[config.mk]
export PLATFORM = sky130hd
export DESIGN_NAME = bp_fe_replay_queue
export DESIGN_NICKNAME = d
export VERILOG_FILES = /design/src/rtl/bp_fe_pkg.sv /design/src/rtl/bp_fe_replay_inflight.sv /design/src/rtl/bsg_mem_1r1w.sv /design/src/rtl/bp_fe_replay_queue.sv
export SDC_FILE = /design/constraint.sdc
export NUM_CORES = 1
export LEC_CHECK = 0
export BUFFER_PORTS_ARGS = -buffer_cell sky130_fd_sc_hd__buf_4
export CORE_MARGIN = 3
export CORE_UTILIZATION = 48
export CTS_BUF_LIST = sky130_fd_sc_hd__clkbuf_4
export DETAILED_ROUTE_END_ITERATION = 16
export HOLD_SLACK_MARGIN = 0.12
export PLACE_DENSITY = 0.66
export SLEW_MARGIN = 10
export SYNTH_ARGS = -nofsm -noshare
export SYNTH_HDL_FRONTEND = slang
export SYNTH_HIERARCHICAL = 1
export SYNTH_SLANG_ARGS = --single-unit
[constraint.sdc]
create_clock -name clk_i -period 20.1 [get_ports clk_i]
set_clock_uncertainty 0.05 [all_clocks]
set_input_delay 2.01 -clock clk_i [delete_from_list [all_inputs] [get_ports clk_i]]
set_output_delay 2.01 -clock clk_i [all_outputs]
set_load 0.02 [all_outputs]
[src/rtl/bp_fe_pkg.sv]
// Shared front-end definitions: the replay-queue payload layout and its width helper.
`define BP_FE_REPLAY_ENTRY_WIDTH(vaddr_width_mp, ptag_width_mp) (3 + (vaddr_width_mp) + (ptag_width_mp))

package bp_fe_pkg;

    localparam int vaddr_width_gp = 39;
    localparam int ptag_width_gp  = 22;

    typedef struct packed {
        logic                     dram;
        logic                     nonidem;
        logic                     uncached;
        logic [vaddr_width_gp-1:0] vaddr;
        logic [ptag_width_gp-1:0]  ptag;
    } bp_fe_replay_entry_s;

    localparam int bp_fe_replay_entry_width_gp =
        `BP_FE_REPLAY_ENTRY_WIDTH(vaddr_width_gp, ptag_width_gp);

endpackage

[src/rtl/bp_fe_replay_inflight.sv]
// In-flight tracker: one bit per issued request, marching toward resolution; clear drops all.
module bp_fe_replay_inflight
    import bp_fe_pkg::*;
#(
    parameter int latency_p = 2
) (
    input  logic                 clk_i,
    input  logic                 reset_n_i,
    input  logic                 clr_i,
    input  logic                 v_i,
    output logic [latency_p-1:0] inf_o
);

    logic [latency_p-1:0] inf_q, inf_d;

    generate
        if (latency_p == 1) begin : g_single
            assign inf_d = v_i;
        end else begin : g_shift
            assign inf_d = {inf_q[latency_p-2:0], v_i};
        end
    endgenerate

    always_ff @(posedge clk_i) begin
        if (!reset_n_i)  inf_q <= '0;
        else if (clr_i)  inf_q <= '0;
        else             inf_q <= inf_d;
    end

    assign inf_o = inf_q;

endmodule

[src/rtl/bsg_mem_1r1w.sv]
// 1R1W register file: synchronous write, asynchronous read, no reset on contents.
module bsg_mem_1r1w #(
    parameter int width_p       = 64,
    parameter int els_p         = 8,
    parameter int addr_width_lp = $clog2(els_p)
) (
    input  logic                     w_clk_i,
    input  logic                     w_v_i,
    input  logic [addr_width_lp-1:0] w_addr_i,
    input  logic [width_p-1:0]       w_data_i,
    input  logic [addr_width_lp-1:0] r_addr_i,
    output logic [width_p-1:0]       r_data_o
);

    logic [width_p-1:0] mem_q [els_p];

    always_ff @(posedge w_clk_i) begin
        if (w_v_i) mem_q[w_addr_i] <= w_data_i;
    end

    assign r_data_o = mem_q[r_addr_i];

endmodule

[src/rtl/bp_fe_replay_queue.sv]
// In-order fetch request queue with fixed-latency resolution tracking and
// automatic rewind/replay from the oldest unresolved entry on a miss.
module bp_fe_replay_queue
    import bp_fe_pkg::*;
#(
    parameter int width_p      = 64,
    parameter int els_p        = 8,
    parameter int latency_p    = 2,
    parameter int max_replay_p = 15,
    parameter int cnt_w_lp     = $clog2(max_replay_p+1)
) (
    input  logic                clk_i,
    input  logic                reset_n_i,
    input  logic                clr_i,
    input  logic [width_p-1:0]  data_i,
    input  logic                v_i,
    output logic                ready_and_o,
    output logic [width_p-1:0]  data_o,
    output logic                v_o,
    input  logic                yumi_i,
    output logic                resolve_v_o,
    input  logic                commit_i,
    input  logic                roll_i,
    output logic                replay_o,
    output logic [cnt_w_lp-1:0] replay_cnt_o,
    output logic                stuck_o
);

    localparam int ptr_w_lp = $clog2(els_p) + 1;
    localparam int idx_w_lp = ptr_w_lp - 1;

    logic [ptr_w_lp-1:0]  wptr_q, wptr_d, rptr_q, rptr_d, cptr_q, cptr_d;
    logic [ptr_w_lp-1:0]  occupancy;
    logic [cnt_w_lp-1:0]  cnt_q, cnt_d, cnt_base;
    logic                 stuck_q, stuck_d;
    logic [latency_p-1:0] inf, live_vec;
    logic                 enq, issue, commit, rollback, bump, over;

    assign occupancy   = wptr_q - cptr_q;
    assign ready_and_o = (occupancy != ptr_w_lp'(els_p));
    assign enq         = v_i & ready_and_o & ~clr_i;
    assign v_o         = (rptr_q != wptr_q);
    assign issue       = yumi_i & v_o;
    assign resolve_v_o = inf[latency_p-1];
    assign commit      = resolve_v_o & commit_i;
    assign rollback    = (resolve_v_o & ~commit_i) | roll_i;
    assign replay_o    = rollback & ~clr_i;

    // A retiring entry no longer counts as in flight when deciding whether a rollback is a replay.
    always_comb begin
        live_vec              = inf;
        live_vec[latency_p-1] = inf[latency_p-1] & ~commit;
        cnt_base              = commit ? '0 : cnt_q;
        bump                  = rollback & (|live_vec);
        over                  = bump & (cnt_base >= cnt_w_lp'(max_replay_p));

        wptr_d  = wptr_q + {{(ptr_w_lp-1){1'b0}}, enq};
        cptr_d  = cptr_q + {{(ptr_w_lp-1){1'b0}}, commit};
        rptr_d  = rollback ? cptr_d : rptr_q + {{(ptr_w_lp-1){1'b0}}, issue};
        cnt_d   = (bump && !(&cnt_base)) ? cnt_base + 1'b1 : cnt_base;
        stuck_d = stuck_q | over;

        if (clr_i) begin
            wptr_d  = '0;
            rptr_d  = '0;
            cptr_d  = '0;
            cnt_d   = '0;
            stuck_d = stuck_q;
        end
    end

    always_ff @(posedge clk_i) begin
        if (!reset_n_i) begin
            wptr_q  <= '0;
            rptr_q  <= '0;
            cptr_q  <= '0;
            cnt_q   <= '0;
            stuck_q <= 1'b0;
        end else begin
            wptr_q  <= wptr_d;
            rptr_q  <= rptr_d;
            cptr_q  <= cptr_d;
            cnt_q   <= cnt_d;
            stuck_q <= stuck_d;
        end
    end

    always_ff @(posedge clk_i) begin
        if (reset_n_i) assert (!(yumi_i && !v_o));
    end

    assign replay_cnt_o = cnt_q;
    assign stuck_o      = stuck_q;

    bp_fe_replay_inflight #(
        .latency_p (latency_p)
    ) inflight (
        .clk_i     (clk_i),
        .reset_n_i (reset_n_i),
        .clr_i     (rollback | clr_i),
        .v_i       (issue),
        .inf_o     (inf)
    );

    bsg_mem_1r1w #(
        .width_p (width_p),
        .els_p   (els_p)
    ) mem (
        .w_clk_i  (clk_i),
        .w_v_i    (enq),
        .w_addr_i (wptr_q[idx_w_lp-1:0]),
        .w_data_i (data_i),
        .r_addr_i (rptr_q[idx_w_lp-1:0]),
        .r_data_o (data_o)
    );

endmodule

Yosys cells after proc, flatten, opt, wreduce, memory -nomap -nowiden
Memory sizes are Yosys's and may differ from the RTL's. A register that Yosys moved wholly into a read port is not among the register bits.
Index checks and enable logic that the tools add are counted.
{ "totals": {"ff_bits": 19, "ram_bits": 512, "in_bits": 71, "out_inout_bits": 73, "elab_cells": 43, "mem_count": 1} }
{ "memory_table": {"columns": ["memory", "words", "word_bits", "read_ports", "rd_clocked_by_memory_dff", "wr", "line", "source"], "rows": [
  ["mem.mem_q", 8, 64, 1, 1, 1, "bsg_mem_1r1w.sv:15", "logic [width_p-1:0] mem_q [els_p];"]
]} }
{ "classes": {"addsub": 5, "n_lt_le_gt_ge": 1, "eq_ne": 2, "muxes": 6, "n_bitwise": 16, "n_reduce_logical": 6} }
{ "op_table": {"columns": ["op", "n"], "rows": [
  ["$add A4 B1 Y4", 3],
  ["$mux W4", 3],
  ["$and A1 B1 Y1", 9],
  ["$reduce_or A2 Y1", 3],
  ["$add A4 B1 Y4 const B", 1],
  ["$ge A4 B4 Y1 const B", 1],
  ["$ne A4 B4 Y1", 1],
  ["$ne A4 B4 Y1 const B", 1],
  ["$not A1 Y1", 4],
  ["$reduce_and A4 Y1", 1],
  ["$sub A4 B4 Y4", 1],
  ["$mux W3", 1],
  ["$or A1 B1 Y1", 3],
  ["$mux W1", 2],
  ["$logic_and A1 B1 Y1", 1],
  ["$logic_not A1 Y1", 1]
]} }

Depth between registers and ports, before layout
Gate-level depths: netlist (run 1).
{ "depth": {"word_depth": 7, "mapped_depth": 9, "depth_no_buf": 9} }

Modules after synthesis
The synthesis (run 1) kept the hierarchy.
{ "modules_own_cells": {"columns": ["module", "instances", "cells_per_inst", "area_per_inst_um2", "seq_area_each_um2"], "rows": [
  ["bsg_mem_1r1w", 1, 752, 19266.0, 15374.7],
  ["bp_fe_replay_queue", 1, 113, 1021.0, 340.3],
  ["bp_fe_replay_inflight", 1, 4, 57.6, 40.0]
]} }

Worst setup path before layout (run 1)
OpenSTA, ideal clock, no wires.
{ "synth_path": {"kind": "input port to flip-flop", "startpoint": "input port clr_i", "endpoint": "memory mem.mem_q[0][0], enable pin", "setup_ps": 565, "arrival_ps": 6869, "required_ps": 19485, "path_slack_ps": 12617, "path_stages": 4, "path_buffers": 0, "cell_sequence": "nand2b_1 > a41oi_1 > nand2b_1 > nor3_1"} }
{ "synth_via": {"elab_chain_cells": 4} }
{ "synth_rtl": {"columns": ["item", "line", "source"], "rows": [
  ["from (decl)", "bp_fe_replay_queue.sv:14", "input logic clr_i,"],
  ["$not A1 Y1", "bp_fe_replay_queue.sv:41", "assign enq = v_i & ready_and_o & ~clr_i;"],
  ["$and A1 B1 Y1", "bp_fe_replay_queue.sv:41", null],
  ["net enq", "bp_fe_replay_queue.sv:37", "logic enq, issue, commit, rollback, bump, over;"],
  ["$mux W1", "bsg_mem_1r1w.sv:18", "if (w_v_i) mem_q[w_addr_i] <= w_data_i;"],
  ["$mux W1 (implied by the code)", "bsg_mem_1r1w.sv:18", null],
  ["to (decl)", "bsg_mem_1r1w.sv:15", null]
]} }
The timed path passes the listed nets, and every way through them passes these cells.

==> results of run 1 <==
==> cells by family after synthesis <==
family	Yosys count	share of synthesized area [%]
muxes	196	17.9
AOI/OAI and AO/OA	20	0.750
xor gates and xnor gates	11	0.474
adders and majority gates	10	0.615
DFF	531	77.4
and+or+nand+nor	57	1.51
buffers and inverters	44	1.30
==> synth_stat cells, types with 3 or more instances <==
| master | instances | area (um^2) |
|---|---|---|
| sky130_fd_sc_hd__and2_1 | 9 | 56.3 |
| sky130_fd_sc_hd__nor2_1 | 10 | 37.5 |
| sky130_fd_sc_hd__edfxtp_1 | 512 | 15400 |
| sky130_fd_sc_hd__mux4_2 | 128 | 2880 |
| sky130_fd_sc_hd__and3b_1 | 4 | 35.0 |
| sky130_fd_sc_hd__mux2i_1 | 3 | 30.0 |
| sky130_fd_sc_hd__clkbuf_1 | 11 | 41.3 |
| sky130_fd_sc_hd__nand2b_1 | 7 | 43.8 |
| sky130_fd_sc_hd__xor2_1 | 3 | 26.3 |
| sky130_fd_sc_hd__buf_4 | 3 | 22.5 |
| sky130_fd_sc_hd__nand3_1 | 9 | 45.0 |
| sky130_fd_sc_hd__nand2_1 | 9 | 33.8 |
| sky130_fd_sc_hd__buf_2 | 4 | 20.0 |
| sky130_fd_sc_hd__a21oi_1 | 3 | 15.0 |
| sky130_fd_sc_hd__a21o_1 | 3 | 22.5 |
| sky130_fd_sc_hd__buf_1 | 9 | 33.8 |
| sky130_fd_sc_hd__ha_1 | 10 | 125 |
| sky130_fd_sc_hd__xnor2_1 | 8 | 70.1 |
| sky130_fd_sc_hd__inv_1 | 6 | 22.5 |
| sky130_fd_sc_hd__o21ai_0 | 3 | 15.0 |
| sky130_fd_sc_hd__buf_6 | 11 | 124 |
| sky130_fd_sc_hd__dfxtp_1 | 19 | 380 |
| sky130_fd_sc_hd__mux2_2 | 65 | 732 |
==> per-layer routing <==
layer  track usage [%]  wire (um)
met5                 0         24
met4              6.86        695
met3              5.25       2370
met1              25.3      17000
met2              28.5      19600
==> area by class of cell <==
cell class | count | area (um^2) | area share (%)
Inverter | 6 | 22.5 | 0.0950
Multi-Input combinational cell | 294 | 4380 | 18.5
Tap cell | 532 | 666 | 2.81
Clock inverter | 21 | 249 | 1.05
Timing Repair Buffer | 156 | 1170 | 4.94
Sequential cell | 531 | 15800 | 66.5
Clock buffer | 194 | 1460 | 6.14
Antenna cell | 3 | 7.51 | 0.0317
==> power breakdown <==
group          total (mW)  internal, mW  switching, mW
sequential           1.22          1.22        0.00370
clock               0.910         0.515          0.396
combinational      0.0803        0.0369         0.0434
==> per-stage QoR <==
stage / hold slack [ps] / std cells
global placement: 414 / 1519
global route: 463 / 1736
floorplan: 420 / 869
CTS: 437 / 1734
finish: 433 / 1737
detailed placement: 419 / 1519
==> sequential cells by signal, indices dropped and copies added (netlist names) <==
register	count
cptr_q	4
inflight/inf_o	2
mem/mem_q	512
replay_cnt_o	4
rptr_q	4
stuck_o	1
wptr_q	4
==> critical path: stages, from the launching register on <==
cell                      delay, ps
sky130_fd_sc_hd__dfxtp_4        620
sky130_fd_sc_hd__buf_4          610
sky130_fd_sc_hd__buf_4          650
sky130_fd_sc_hd__mux4_2         580
sky130_fd_sc_hd__mux2_2         330
sky130_fd_sc_hd__buf_4          170
==> worst max path at each step <==
stage	from	endpoint	slack [ps]
2_1_floorplan	clr_i	mem/mem_q[0][0]	12620
3_5_place_dp	rptr_q[0]	data_o[3]	14910
5_1_grt	rptr_q[0]	data_o[3]	13850
3_3_place_gp	rptr_q[0]	data_o[3]	14930
6_report	rptr_q[0]	data_o[3]	14270
4_1_cts	rptr_q[0]	data_o[3]	14000
==> metrics.txt, run 1 <==
hold endpoint=stuck_o; number of antenna violations at the first check in global routing=5; core box area=0.0414 mm^2; number of global-route vias before repair=10552; number of remaining DRC errors=0; nets@finish=1206; Layout area overhead=16.6%; vias per std cell=5.56; Layout fillers=3099; Seq/Total Area, Yosys=77.4%; post-route minimum period=5830 ps; Max Slew Vio Count=0; Detailed Route Iter0 Violations=556; Finish-stage setup viols=0; worst r2r dst=mem/mem_q[0][59]; post-route core utilization=57.3%; maximum count of clock buffers along a single path=3; number of primary I/O pins=144; Post CTS Setup Buffer Count=0; crit path setup slack, layout=14270 ps; setup repair after global routing missed its margin=no; average instance area after synthesis=23.4 um^2; routed wire length=39.8 mm; H-tree level count=4; All-Layer GR Usage=18.4%; vertical die dimension=212 um; largest fanout on the critical path=33; power per unit of standard cell area=93.4 mW/mm^2; CTS Root Buffer Type=sky130_fd_sc_hd__clkbuf_4; global placer's final weighted congestion=0.724; number of placement rows=74; achievable clock frequency=172 MHz; unique cell type count in the Yosys netlist=38; beginning of the worst hold path=stuck_o; most common cell after layout, fill and taps aside=sky130_fd_sc_hd__edfxtp_1; r2r startpoint=wptr_q[1]; ratio of cells with drive above 1 in the final layout=47.4%; placed instance area=0.0220 mm^2; pre-CTS setup slack=14910 ps; Post-Route Setup TNS=0 ps; average detailed-routed wire length per instance=22.9 um; Horiz. Die Dim=212 um; category of the critical setup timing path=reg -> out; effective utilization at floorplan=49.2%; yosys synthesis warning count=6; number of storage elements in the synthesis netlist=531; cell area after layout=0.0237 mm^2; Gates resized, CTS repair=0; worst min path class=reg -> reg; half-perimeter wire length after placement=20.8 mm; first-pass GRT wire length=61.4 mm; insertion delay to the later sink of the worst-skew pair=790 ps; syn nets=950; number of CTS-inserted buffers=136; largest net degree at the start of global routing=69; cell area after synthesis=0.0203 mm^2; Total Die Area=0.0449 mm^2; part of the cycle the worst path needs=29.0%; Synth Instances=869; number of buffers inserted by port buffering=143; clock slew seen by the registers of the worst setup and hold paths=60 ps; Post-CTS Hold Fix Bufs=0; detailed-routing iteration count for the pre-antenna-repair pass=5; Tot Pwr=2.21 mW; dominant synthesized flop cell=sky130_fd_sc_hd__edfxtp_1; transition at the pin with the smallest max-transition slack=1110 ps; flop-to-flop setup slack=15940 ps; VDD IR-drop max=42.9 uV; data arrival at the endpoint of the critical path=3770 ps; number of synthesized flops with an enable pin=512; critical path launch point type=flop; CTS tree=yes; top library cells by usage in the layout, fill and taps aside=sky130_fd_sc_hd__edfxtp_1 (512), sky130_fd_sc_hd__clkbuf_4 (194), sky130_fd_sc_hd__buf_4 (156); count of maximum capacitance violations=0; Critical Path Sink Type=primary output; status=complete, no violations; remaining global-route overflow=0; CTS sink cnt=531; Async SR Flop Fraction=0%; detailed-route via count=9656; relative slew slack=25.8%; depth of the worst hold-timing path=1; required time of the critical path=18040 ps; cells on worst reg2reg path=7; Final Hold Viols=0; count of antenna-violating nets left after detailed routing=0; cell leakage power=7.74 nW
Power figures use the tool's default switching activity.
==> inputs of run 2 (changes only) <==
==> constraint.sdc (replaced) <==
create_clock -name clk_i -period 5.9 [get_ports clk_i]
set_clock_uncertainty 0.05 [all_clocks]
set_input_delay 0.59 -clock clk_i [delete_from_list [all_inputs] [get_ports clk_i]]
set_output_delay 0.59 -clock clk_i [all_outputs]
set_load 0.02 [all_outputs]
==> run 2 against run 1 <==
Compared with the run above:
- setup slack got worse by 12000 ps
- critical path depth fell by 1
- die area is the same
- largest power group unchanged
- via count rose by 1.6%
- flip-flop and latch count stayed put
- routed wire length shrank 0.75%
- largest cell class unchanged
- clock power increased to 3.6 times the previous value
- clock-buffer cell count up 8
- highest routed layer unchanged
- first-iteration DRC count up 16%
==> metrics.txt, run 2 (synthesized netlist as in run 1, its figures left out) <==
Critical Path Sink Type=primary output; critical path launch point type=flop; Layout fillers=3031; achievable clock frequency=249 MHz; Post-Route Setup TNS=0 ps; depth of the worst hold-timing path=3; maximum cell stage delay along the critical path=1080 ps; Post-CTS Hold Fix Bufs=70; VDD IR-drop max=168 uV; ratio of cells with drive above 1 in the final layout=45.1%; Layout area overhead=20.9%; All-Layer GR Usage=18.4%; Post CTS Setup Buffer Count=0; Finish-stage setup viols=0; category of the critical setup timing path=reg -> out; number of global-route vias before repair=10754; cell leakage power=8.12 nW; vertical die dimension=212 um; Horiz. Die Dim=212 um; flop-to-flop setup slack=2150 ps; r2r startpoint=wptr_q[1]; CTS Root Buffer Type=sky130_fd_sc_hd__clkbuf_4; Sequential Area=0.0158 mm^2; average detailed-routed wire length per instance=21.6 um; number of CTS-inserted buffers=136; required time of the critical path=5260 ps; transition at the pin with the smallest max-transition slack=1100 ps; number of flip-flops under the largest register name=512; hold endpoint=inflight/inf_o[1]; Top delay family on crit path=flip-flops; dominant cell type by count on the critical path=sky130_fd_sc_hd__buf_4; number of primary I/O pins=144; Detailed Route Iter0 Violations=643; Max Slew Vio Count=0; worst r2r dst=mem/mem_q[5][41]; setup repair after global routing missed its margin=no; top library cells by usage in the layout, fill and taps aside=sky130_fd_sc_hd__edfxtp_1 (512), sky130_fd_sc_hd__clkbuf_4 (202), sky130_fd_sc_hd__buf_4 (157); number of antenna violations at the first check in global routing=3; count of antenna-violating nets left after detailed routing=0; CTS tree=yes; Total Die Area=0.0449 mm^2; global placer's final weighted congestion=0.720; data arrival at the endpoint of the critical path=3380 ps; pre-CTS setup slack=2100 ps; count of maximum capacitance violations=0; vias per std cell=5.37; detailed-routing iteration count for the pre-antenna-repair pass=5; CTS sink cnt=531; largest net degree at the start of global routing=72; power per unit of standard cell area=314 mW/mm^2; first-pass GRT wire length=61.6 mm; area of combinational cells with multiple inputs=0.00438 mm^2; detailed-route via count=9808; remaining global-route overflow=0; number of placement rows=74; crit path setup slack, layout=1880 ps; Final Hold Viols=0; worst min path class=in -> reg; cell with the largest stage delay on the worst path=sky130_fd_sc_hd__dfxtp_4; beginning of the worst hold path=clr_i; Gates resized, CTS repair=0; post-route minimum period=4020 ps; core box area=0.0414 mm^2; most common cell after layout, fill and taps aside=sky130_fd_sc_hd__edfxtp_1; maximum count of clock buffers along a single path=3; total buffers and inverters traversed by the critical path=2; relative slew slack=26.7%; effective utilization at floorplan=49.2%; routed wire length=39.5 mm; half-perimeter wire length after placement=21.6 mm; H-tree level count=4; cells on worst reg2reg path=7; largest fanout on the critical path=71; cell chain of the critical path=buf_4, mux4_2, mux2_2, buf_4; number of remaining DRC errors=0; number of buffers inserted by port buffering=143; status=complete, no violations; part of the cycle the worst path needs=68.1%; nets@finish=1280; clock slew seen by the registers of the worst setup and hold paths=60 ps; register with the highest flop count=mem/mem_q; insertion delay to the later sink of the worst-skew pair=800 ps
-- run 2: worst max-delay path by stage --
stage	startpoint	endpoint	slack, ps	cells past startpoint
2_1_floorplan	wptr_q[1]	mem/mem_q[0][0]	-770	6
3_3_place_gp	wptr_q[1]	mem/mem_q[5][14]	2170	7
3_5_place_dp	wptr_q[1]	mem/mem_q[5][13]	2100	7
4_1_cts	rptr_q[2]	data_o[49]	1740	4
5_1_grt	rptr_q[2]	data_o[49]	1640	4
6_report	rptr_q[2]	data_o[49]	1880	4
-- run 2: worst min-delay path: stages --
cell                      delay [ps]
sky130_fd_sc_hd__buf_4           130
sky130_fd_sc_hd__or3_1           120
sky130_fd_sc_hd__and3b_1         170
-- run 2: report_power, final --
part           switching, mW  internal (mW)  leakage, nW
sequential            0.0136           4.16         4.78
combinational          0.159          0.156         2.27
clock                   1.37           1.86         1.07
-- run 2: layout make-up --
class | count | share of cell area (%)
antenna | 2 | 0.0203
clock inverter | 29 | 1.24
clock buffer | 202 | 6.16
sequential | 531 | 64.1
inverter | 6 | 0.0915
tap | 532 | 2.71
timing repair buffer | 230 | 7.88
multi-input combinational | 294 | 17.8
-- run 2: layer usage --
metal | up-vias | routed length [um] | global-route usage [%]
li1 | 4414 | - | -
met1 | 5022 | 16700 | 24.4
met2 | 301 | 19700 | 29.8
met3 | 69 | 2260 | 4.92
met4 | 2 | 735 | 6.54
met5 | - | 13 | 0
-- run 2: metrics by stage --
step                hold slack, ps  cells  power (mW)  utilization, %  instance area, um^2
finish                         218   1826        7.72            59.4                24600
detailed placement             417   1523        4.53            53.3                22100
floorplan                      420    869        4.38               -                20300
global route                   141   1826        8.08            59.4                24600
global placement               408   1523        4.53            53.3                22100
CTS                            139   1824        7.85            59.4                24600
